## src/rtl/fwd_hazard_unit_if.sv

```systemverilog
// Decode/producer/EX-select bundle shared between the pipeline and the forwarding unit.
// The pipeline side is the master; the forwarding unit is the slave.
interface fwd_hazard_unit_if #(
  parameter int RN_W  = 5,
  parameter int NPORT = 2,
  parameter int NSTG  = 2,
  parameter int CNT_W = 16
);
  localparam int SEL_W = $clog2(NSTG + 1);

  logic                    hold;
  logic                    flush;
  logic [NPORT*RN_W-1:0]   dec_rn;
  logic [NPORT-1:0]        dec_rd;
  logic [NSTG*RN_W-1:0]    p_rn;
  logic [NSTG-1:0]         p_we;
  logic [NSTG-1:0]         p_ld;
  logic [NPORT*SEL_W-1:0]  ex_sel;
  logic                    stall;
  logic [CNT_W-1:0]        stall_cnt;

  modport master (
    output hold, flush, dec_rn, dec_rd, p_rn, p_we, p_ld,
    input  ex_sel, stall, stall_cnt
  );

  modport slave (
    input  hold, flush, dec_rn, dec_rd, p_rn, p_we, p_ld,
    output ex_sel, stall, stall_cnt
  );
endinterface

```

## src/rtl/fwd_hazard_unit.sv

```systemverilog
// Operand-forwarding select register and load-use interlock for the mips789 pipeline.
// Nearest matching producer wins; a load too close to EX stalls decode instead.
module fwd_hazard_unit #(
  parameter int RN_W   = 5,
  parameter int NPORT  = 2,
  parameter int NSTG   = 2,
  parameter int LD_LAT = 1,
  parameter int CNT_W  = 16,
  localparam int SEL_W = $clog2(NSTG + 1)
) (
  input  logic                clk,
  input  logic                rst,
  fwd_hazard_unit_if.slave    bus
);

  logic [NPORT*SEL_W-1:0] sel_nxt;
  logic [NPORT*SEL_W-1:0] ex_sel_d;
  logic [NPORT*SEL_W-1:0] ex_sel_q;
  logic [CNT_W-1:0]       stall_cnt_d;
  logic [CNT_W-1:0]       stall_cnt_q;
  logic                   stall;
  logic                   hit;

  // Only the winning (nearest) match per port is inspected for a load hazard.
  always_comb begin
    sel_nxt = '0;
    stall   = 1'b0;
    hit     = 1'b0;
    for (int i = 0; i < NPORT; i++) begin
      hit = 1'b0;
      for (int p = 0; p < NSTG; p++) begin
        if (!hit && bus.dec_rd[i] && bus.p_we[p] &&
            (bus.dec_rn[i*RN_W +: RN_W] != '0) &&
            (bus.p_rn[p*RN_W +: RN_W] == bus.dec_rn[i*RN_W +: RN_W])) begin
          hit                        = 1'b1;
          sel_nxt[i*SEL_W +: SEL_W]  = SEL_W'(p + 1);
          if (bus.p_ld[p] && (p < LD_LAT)) begin
            stall = 1'b1;
          end
        end
      end
    end
  end

  always_comb begin
    ex_sel_d    = sel_nxt;
    stall_cnt_d = stall_cnt_q;
    if (bus.hold) begin
      ex_sel_d = ex_sel_q;
    end else begin
      if (bus.flush || stall) begin
        ex_sel_d = '0;
      end
      if (stall && (stall_cnt_q != {CNT_W{1'b1}})) begin
        stall_cnt_d = stall_cnt_q + 1'b1;
      end
    end
  end

  always_ff @(posedge clk) begin
    if (!rst) begin
      ex_sel_q    <= '0;
      stall_cnt_q <= '0;
    end else begin
      ex_sel_q    <= ex_sel_d;
      stall_cnt_q <= stall_cnt_d;
    end
  end

  assign bus.ex_sel    = ex_sel_q;
  assign bus.stall     = stall;
  assign bus.stall_cnt = stall_cnt_q;

endmodule

```

## src/flat_wrapper.sv

```systemverilog
// flat-port wrapper written by rule: the top's interface ports become plain ports
module fwd_hazard_unit_flat 
#(
  parameter int RN_W   = 5,
  parameter int NPORT  = 2,
  parameter int NSTG   = 2,
  parameter int LD_LAT = 1,
  parameter int CNT_W  = 16,
  localparam int SEL_W = $clog2(NSTG + 1)
)
  (clk, rst, bus_hold, bus_flush, bus_dec_rn, bus_dec_rd, bus_p_rn, bus_p_we, bus_p_ld, bus_ex_sel, bus_stall, bus_stall_cnt);
  fwd_hazard_unit_if #(.RN_W(RN_W), .NPORT(NPORT), .NSTG(NSTG), .CNT_W(CNT_W)) bus_i ();
  input  logic clk;
  input  logic rst;
  input wire logic [$bits(bus_i.hold)-1:0] bus_hold;
  input wire logic [$bits(bus_i.flush)-1:0] bus_flush;
  input wire logic [$bits(bus_i.dec_rn)-1:0] bus_dec_rn;
  input wire logic [$bits(bus_i.dec_rd)-1:0] bus_dec_rd;
  input wire logic [$bits(bus_i.p_rn)-1:0] bus_p_rn;
  input wire logic [$bits(bus_i.p_we)-1:0] bus_p_we;
  input wire logic [$bits(bus_i.p_ld)-1:0] bus_p_ld;
  output wire logic [$bits(bus_i.ex_sel)-1:0] bus_ex_sel;
  output wire logic [$bits(bus_i.stall)-1:0] bus_stall;
  output wire logic [$bits(bus_i.stall_cnt)-1:0] bus_stall_cnt;
  assign bus_i.hold = bus_hold;
  assign bus_i.flush = bus_flush;
  assign bus_i.dec_rn = bus_dec_rn;
  assign bus_i.dec_rd = bus_dec_rd;
  assign bus_i.p_rn = bus_p_rn;
  assign bus_i.p_we = bus_p_we;
  assign bus_i.p_ld = bus_p_ld;
  assign bus_ex_sel = bus_i.ex_sel;
  assign bus_stall = bus_i.stall;
  assign bus_stall_cnt = bus_i.stall_cnt;
  fwd_hazard_unit #(.RN_W(RN_W), .NPORT(NPORT), .NSTG(NSTG), .LD_LAT(LD_LAT), .CNT_W(CNT_W)) u_core (.clk(clk), .rst(rst), .bus(bus_i));
endmodule
```

## config.mk

```make
export PLATFORM = sky130hd
export DESIGN_NAME = fwd_hazard_unit_flat
export DESIGN_NICKNAME = d
export VERILOG_FILES = /design/src/rtl/fwd_hazard_unit_if.sv /design/src/rtl/fwd_hazard_unit.sv /design/src/flat_wrapper.sv
export SDC_FILE = /design/constraint.sdc
export NUM_CORES = 1
export LEC_CHECK = 0
export CORE_MARGIN = 8
export CORE_UTILIZATION = 60
export CTS_CLUSTER_DIAMETER = 200
export CTS_CLUSTER_SIZE = 25
export DETAILED_ROUTE_END_ITERATION = 12
export DONT_BUFFER_PORTS = 1
export GPL_TIMING_DRIVEN = 0
export PLACE_DENSITY = 0.81
export SLEW_MARGIN = 20
export SYNTH_ARGS = -nofsm -noshare
export SYNTH_HDL_FRONTEND = slang
export SYNTH_SLANG_ARGS = --single-unit
```

## constraint.sdc

```tcl
create_clock -name clk -period 2.4 [get_ports clk]
set_input_delay 0.24 -clock clk [delete_from_list [all_inputs] [get_ports clk]]
set_output_delay 0.24 -clock clk [all_outputs]
set_load 0.05 [all_outputs]
```

==> flow_metrics.env <==
export IMPL_synth_most_common_cell="dfxtp_1"
export IMPL_synth_top_area_cell="dfxtp_1"
export IMPL_seq_area_frac_synth_pct=30.05
export IMPL_p_switching_w=0.0001305
export IMPL_synth_area_leaders="dfxtp_1 30%, xnor2_1 11%, a21oi_2 4.6%"
export IMPL_finalSetupViolations=0
export IMPL_comb_power_share_pct=10.2
export IMPL_grt_max_degree=11
export IMPL_sw_frac_of_total_pct=23.86
export IMPL_synthAdderAreaFrac_pct=0.9390
export IMPL_place_area_um2=1368
export IMPL_synth_warnings=0
export IMPL_fp_dieArea_um2=3985
export IMPL_p_leak_nw=0.3882
export IMPL_path_cells="ha_1 -> nand2_1 -> or2_4 -> or3_1 -> o211ai_2 -> buf_6 -> buf_12 -> xor2_2 -> nor2_1"
export IMPL_hp_class="primary input to flop"
export IMPL_fp_dieW_um=63.13
export IMPL_hold_start="bus_p_ld[0]"
export IMPL_reg2reg_slack_ns=0.19
export IMPL_io_pins=51
export IMPL_grt_pass1_wl_um=5471
export IMPL_ys_ff_latch=20
export IMPL_cpMaxStageDelayCell="dfxtp_4"
export IMPL_synth_compound_area_share_pct=18.59
export IMPL_synth_top_family_by_area="simple AND/OR/NAND/NOR gates"
export IMPL_fillers=191
export IMPL_cts_htree_levels=1
export IMPL_start_util_pct=62.03
export IMPL_drt_iter0_markers=53
export IMPL_synthXorXnorAreaFrac_pct=15.68
export IMPL_startpoint="u_core.bus.stall_cnt[0]"
export IMPL_slew_viol_final=0
export IMPL_arrival_ns=2.39
export IMPL_synth_common_cells="20 x dfxtp_1, 16 x xnor2_1, 15 x nand2_1"
export IMPL_grt_setup_unrepaired="false"
export IMPL_status="completed"
export IMPL_worstMarginPinSlew_ns=0.9286
export IMPL_synth_ff_type="dfxtp_1"
export IMPL_wl_um=3190
export IMPL_ff2ff_path_depth=9
export IMPL_dp_hpwl_um=2595
export IMPL_portBuffers=0
export IMPL_place_congestion=0.7926
export IMPL_drv_cap=0
export IMPL_track_usage_pct=16.34
export IMPL_routedWlPerCell_um=17.24
export IMPL_crit_type="flop to flop"
export IMPL_p_int_w=0.0004164
export IMPL_worstSetupEndpointType="flop"
export IMPL_syn_area_um2=1333
export IMPL_rows=17
export IMPL_hold_depth=3
export IMPL_final_setup_tns_ns=0
export IMPL_finalHoldViolations=0
export IMPL_dp_slack_ns=-0.1692
export IMPL_p_seq_share_pct=60.4
export IMPL_path_clk_slew_ns=0.11
export IMPL_grt_pass1_vias=1215
export IMPL_synth_distinct_cells=40
export IMPL_drive_gt1_share_pct=25.48
export IMPL_worstPathRequired_ns=2.58
export IMPL_hold_path_end="u_core.bus.ex_sel[1]"
export IMPL_antenna_found_initial=0
export IMPL_first_pass_iters=4
export IMPL_async_reset_ff_share_pct=0
export IMPL_vias_per_cell=6.222
export IMPL_r2r_end="u_core.bus.stall_cnt[0]"
export IMPL_final_util_pct=65.75
export IMPL_power_w=0.0005469
export IMPL_ant_nets=0
export IMPL_dieHeight_um=63.13
export IMPL_cts_sinks=20
export IMPL_clockPowerShare_pct=29.4
export IMPL_cts_buffers=3
export IMPL_cts_hold_buf=0
export IMPL_core_region_area_um2=2148
export IMPL_synth_mux_area_share_pct=1.502
export IMPL_power_density_nw_per_um2=387.2
export IMPL_avgSynthCellArea_um2=8.653
export IMPL_peakVddDrop_mv=0.2220
export IMPL_rr_startpoint="u_core.bus.stall_cnt[0]"
export IMPL_synth_edff_count=0
export IMPL_synth_top_area_share_pct=30.05
export IMPL_cts_root_buffer="clkbuf_4"
export IMPL_syn_inst=154
export IMPL_start_kind="flop"
export IMPL_cts_tree="yes"
export IMPL_vias=1151
export IMPL_period_minus_slack_ns=2.207
export IMPL_clockBufferDepth=2
export IMPL_maxSlewHeadroom_pct=37.97
export IMPL_area_growth_pct=6.009
export IMPL_clock_latency_ns=0.30
export IMPL_path_max_fanout=10
export IMPL_drc=0
export IMPL_finalClockSkew_ns=0.007137
export IMPL_period_share_pct=91.94
export IMPL_grt_overflow_total=0
export IMPL_fin_nets=190
export IMPL_synth_simple_gate_area_share_pct=29.48
export IMPL_max_freq_mhz=453.2
export IMPL_max_stage_delay_ns=0.48
export IMPL_postLayoutSetupSlackWorst_ns=0.1934
export IMPL_finish_instance_area_um2=1413
export IMPL_num_antenna_cells=0
export IMPL_synth_net_count=185
==> state kept, by name (all words and copies together) (netlist names) <==
| register | flops |
|---|---|
| u_core.bus.ex_sel | 4 |
| u_core.bus.stall_cnt | 16 |
==> critical path, delay by kind of cell (launching register included) <==
family,cells,cell delay (ns)
AND/OR/NAND/NOR,4,0.82
flip-flops,1,0.48
buffers and inverters,2,0.32
adder cells (fa/ha/maj),1,0.22
XOR/XNOR,1,0.13
AO/OA/AOI/OAI,1,0.11
==> placed cells by master (no fill, tap or decap), drive strengths merged <==
master    n
or2       2
o211ai    2
nor2b     2
dfxtp    20
nor2      8
a22oi     1
a21oi    11
nand2    15
xnor2    16
ha        1
nor3      4
nand2b    2
or3       7
xor2      7
o21ai    12
and3      2
nand3     7
and2      2
mux2i     2
o31ai     4
a31o      1
inv       2
nand4     6
or4       6
clkbuf    6
buf       2
nor4b     2
nor4      4
a2111oi   1
==> how the worst max path moves through the flow <==
| stage | end | slack (ns) | depth (start not counted) |
|---|---|---|---|
| 2_1_floorplan | u_core.bus.stall_cnt[0] | 0.05 | 9 |
| 3_3_place_gp | u_core.bus.stall_cnt[0] | -0.15 | 9 |
| 3_5_place_dp | u_core.bus.stall_cnt[0] | -0.17 | 9 |
| 4_1_cts | u_core.bus.stall_cnt[0] | 0.03 | 8 |
| 5_1_grt | u_core.bus.stall_cnt[0] | 0.02 | 9 |
| 6_report | u_core.bus.stall_cnt[0] | 0.19 | 9 |
==> power by group through the flow <==
| stage | logic [W] | clock network [W] | registers (W) |
|---|---|---|---|
| floorplan | 0.0000489 | 0 | 0.000340 |
| global placement | 0.0000548 | 0 | 0.000341 |
| detailed placement | 0.0000565 | 0 | 0.000341 |
| CTS | 0.0000566 | 0.000163 | 0.000333 |
| global route | 0.0000625 | 0.000180 | 0.000331 |
| finish | 0.0000557 | 0.000161 | 0.000331 |
==> cell families (layout without fill, tap and decap cells) <==
kind of cell / count (synthesis) / count (layout)
AND/OR/NAND/NOR: 69 / 69
AO/OA/AOI/OAI: 32 / 32
XOR/XNOR: 23 / 23
flip-flops: 20 / 20
buffers and inverters: 7 / 10
multiplexers: 2 / 2
adder cells (fa/ha/maj): 1 / 1
==> metal layers <==
metal | track usage, % | routed length [um] | vias to the layer above
met5 | 0 | 0 | -
met4 | 7.692 | 64 | 0
met3 | 6.184 | 346 | 5
met1 | 15.76 | 1119 | 537
met2 | 29.83 | 1660 | 40
li1 | - | - | 569
==> through the flow <==
stage	std cells	hold slack, ns
6_report	185	0.1221
5_1_grt	185	0.1346
4_1_cts	185	0.1163
3_5_place_dp	182	0.4443
3_3_place_gp	182	0.4407
2_1_floorplan	154	0.4239
==> layout make-up <==
type | count | area, um^2 | share of cell area, %
multi-input cells | 127 | 884.6 | 62.62
plain buffers | 5 | 42.54 | 3.012
clock buffers | 3 | 22.52 | 1.594
flip-flops and latches | 20 | 420.4 | 29.76
inverters | 2 | 7.507 | 0.5314
well taps | 28 | 35.03 | 2.480
==> what timing repair did <==
| item | 4_1_cts | 5_1_grt |
|---|---|---|
| endpoints found under the setup margin | 11 | 12 |
| gates resized for setup | 4 | 11 |
| buffers inserted | 0 | 0 |
No activity file was read; power rests on OpenSTA's default activity.
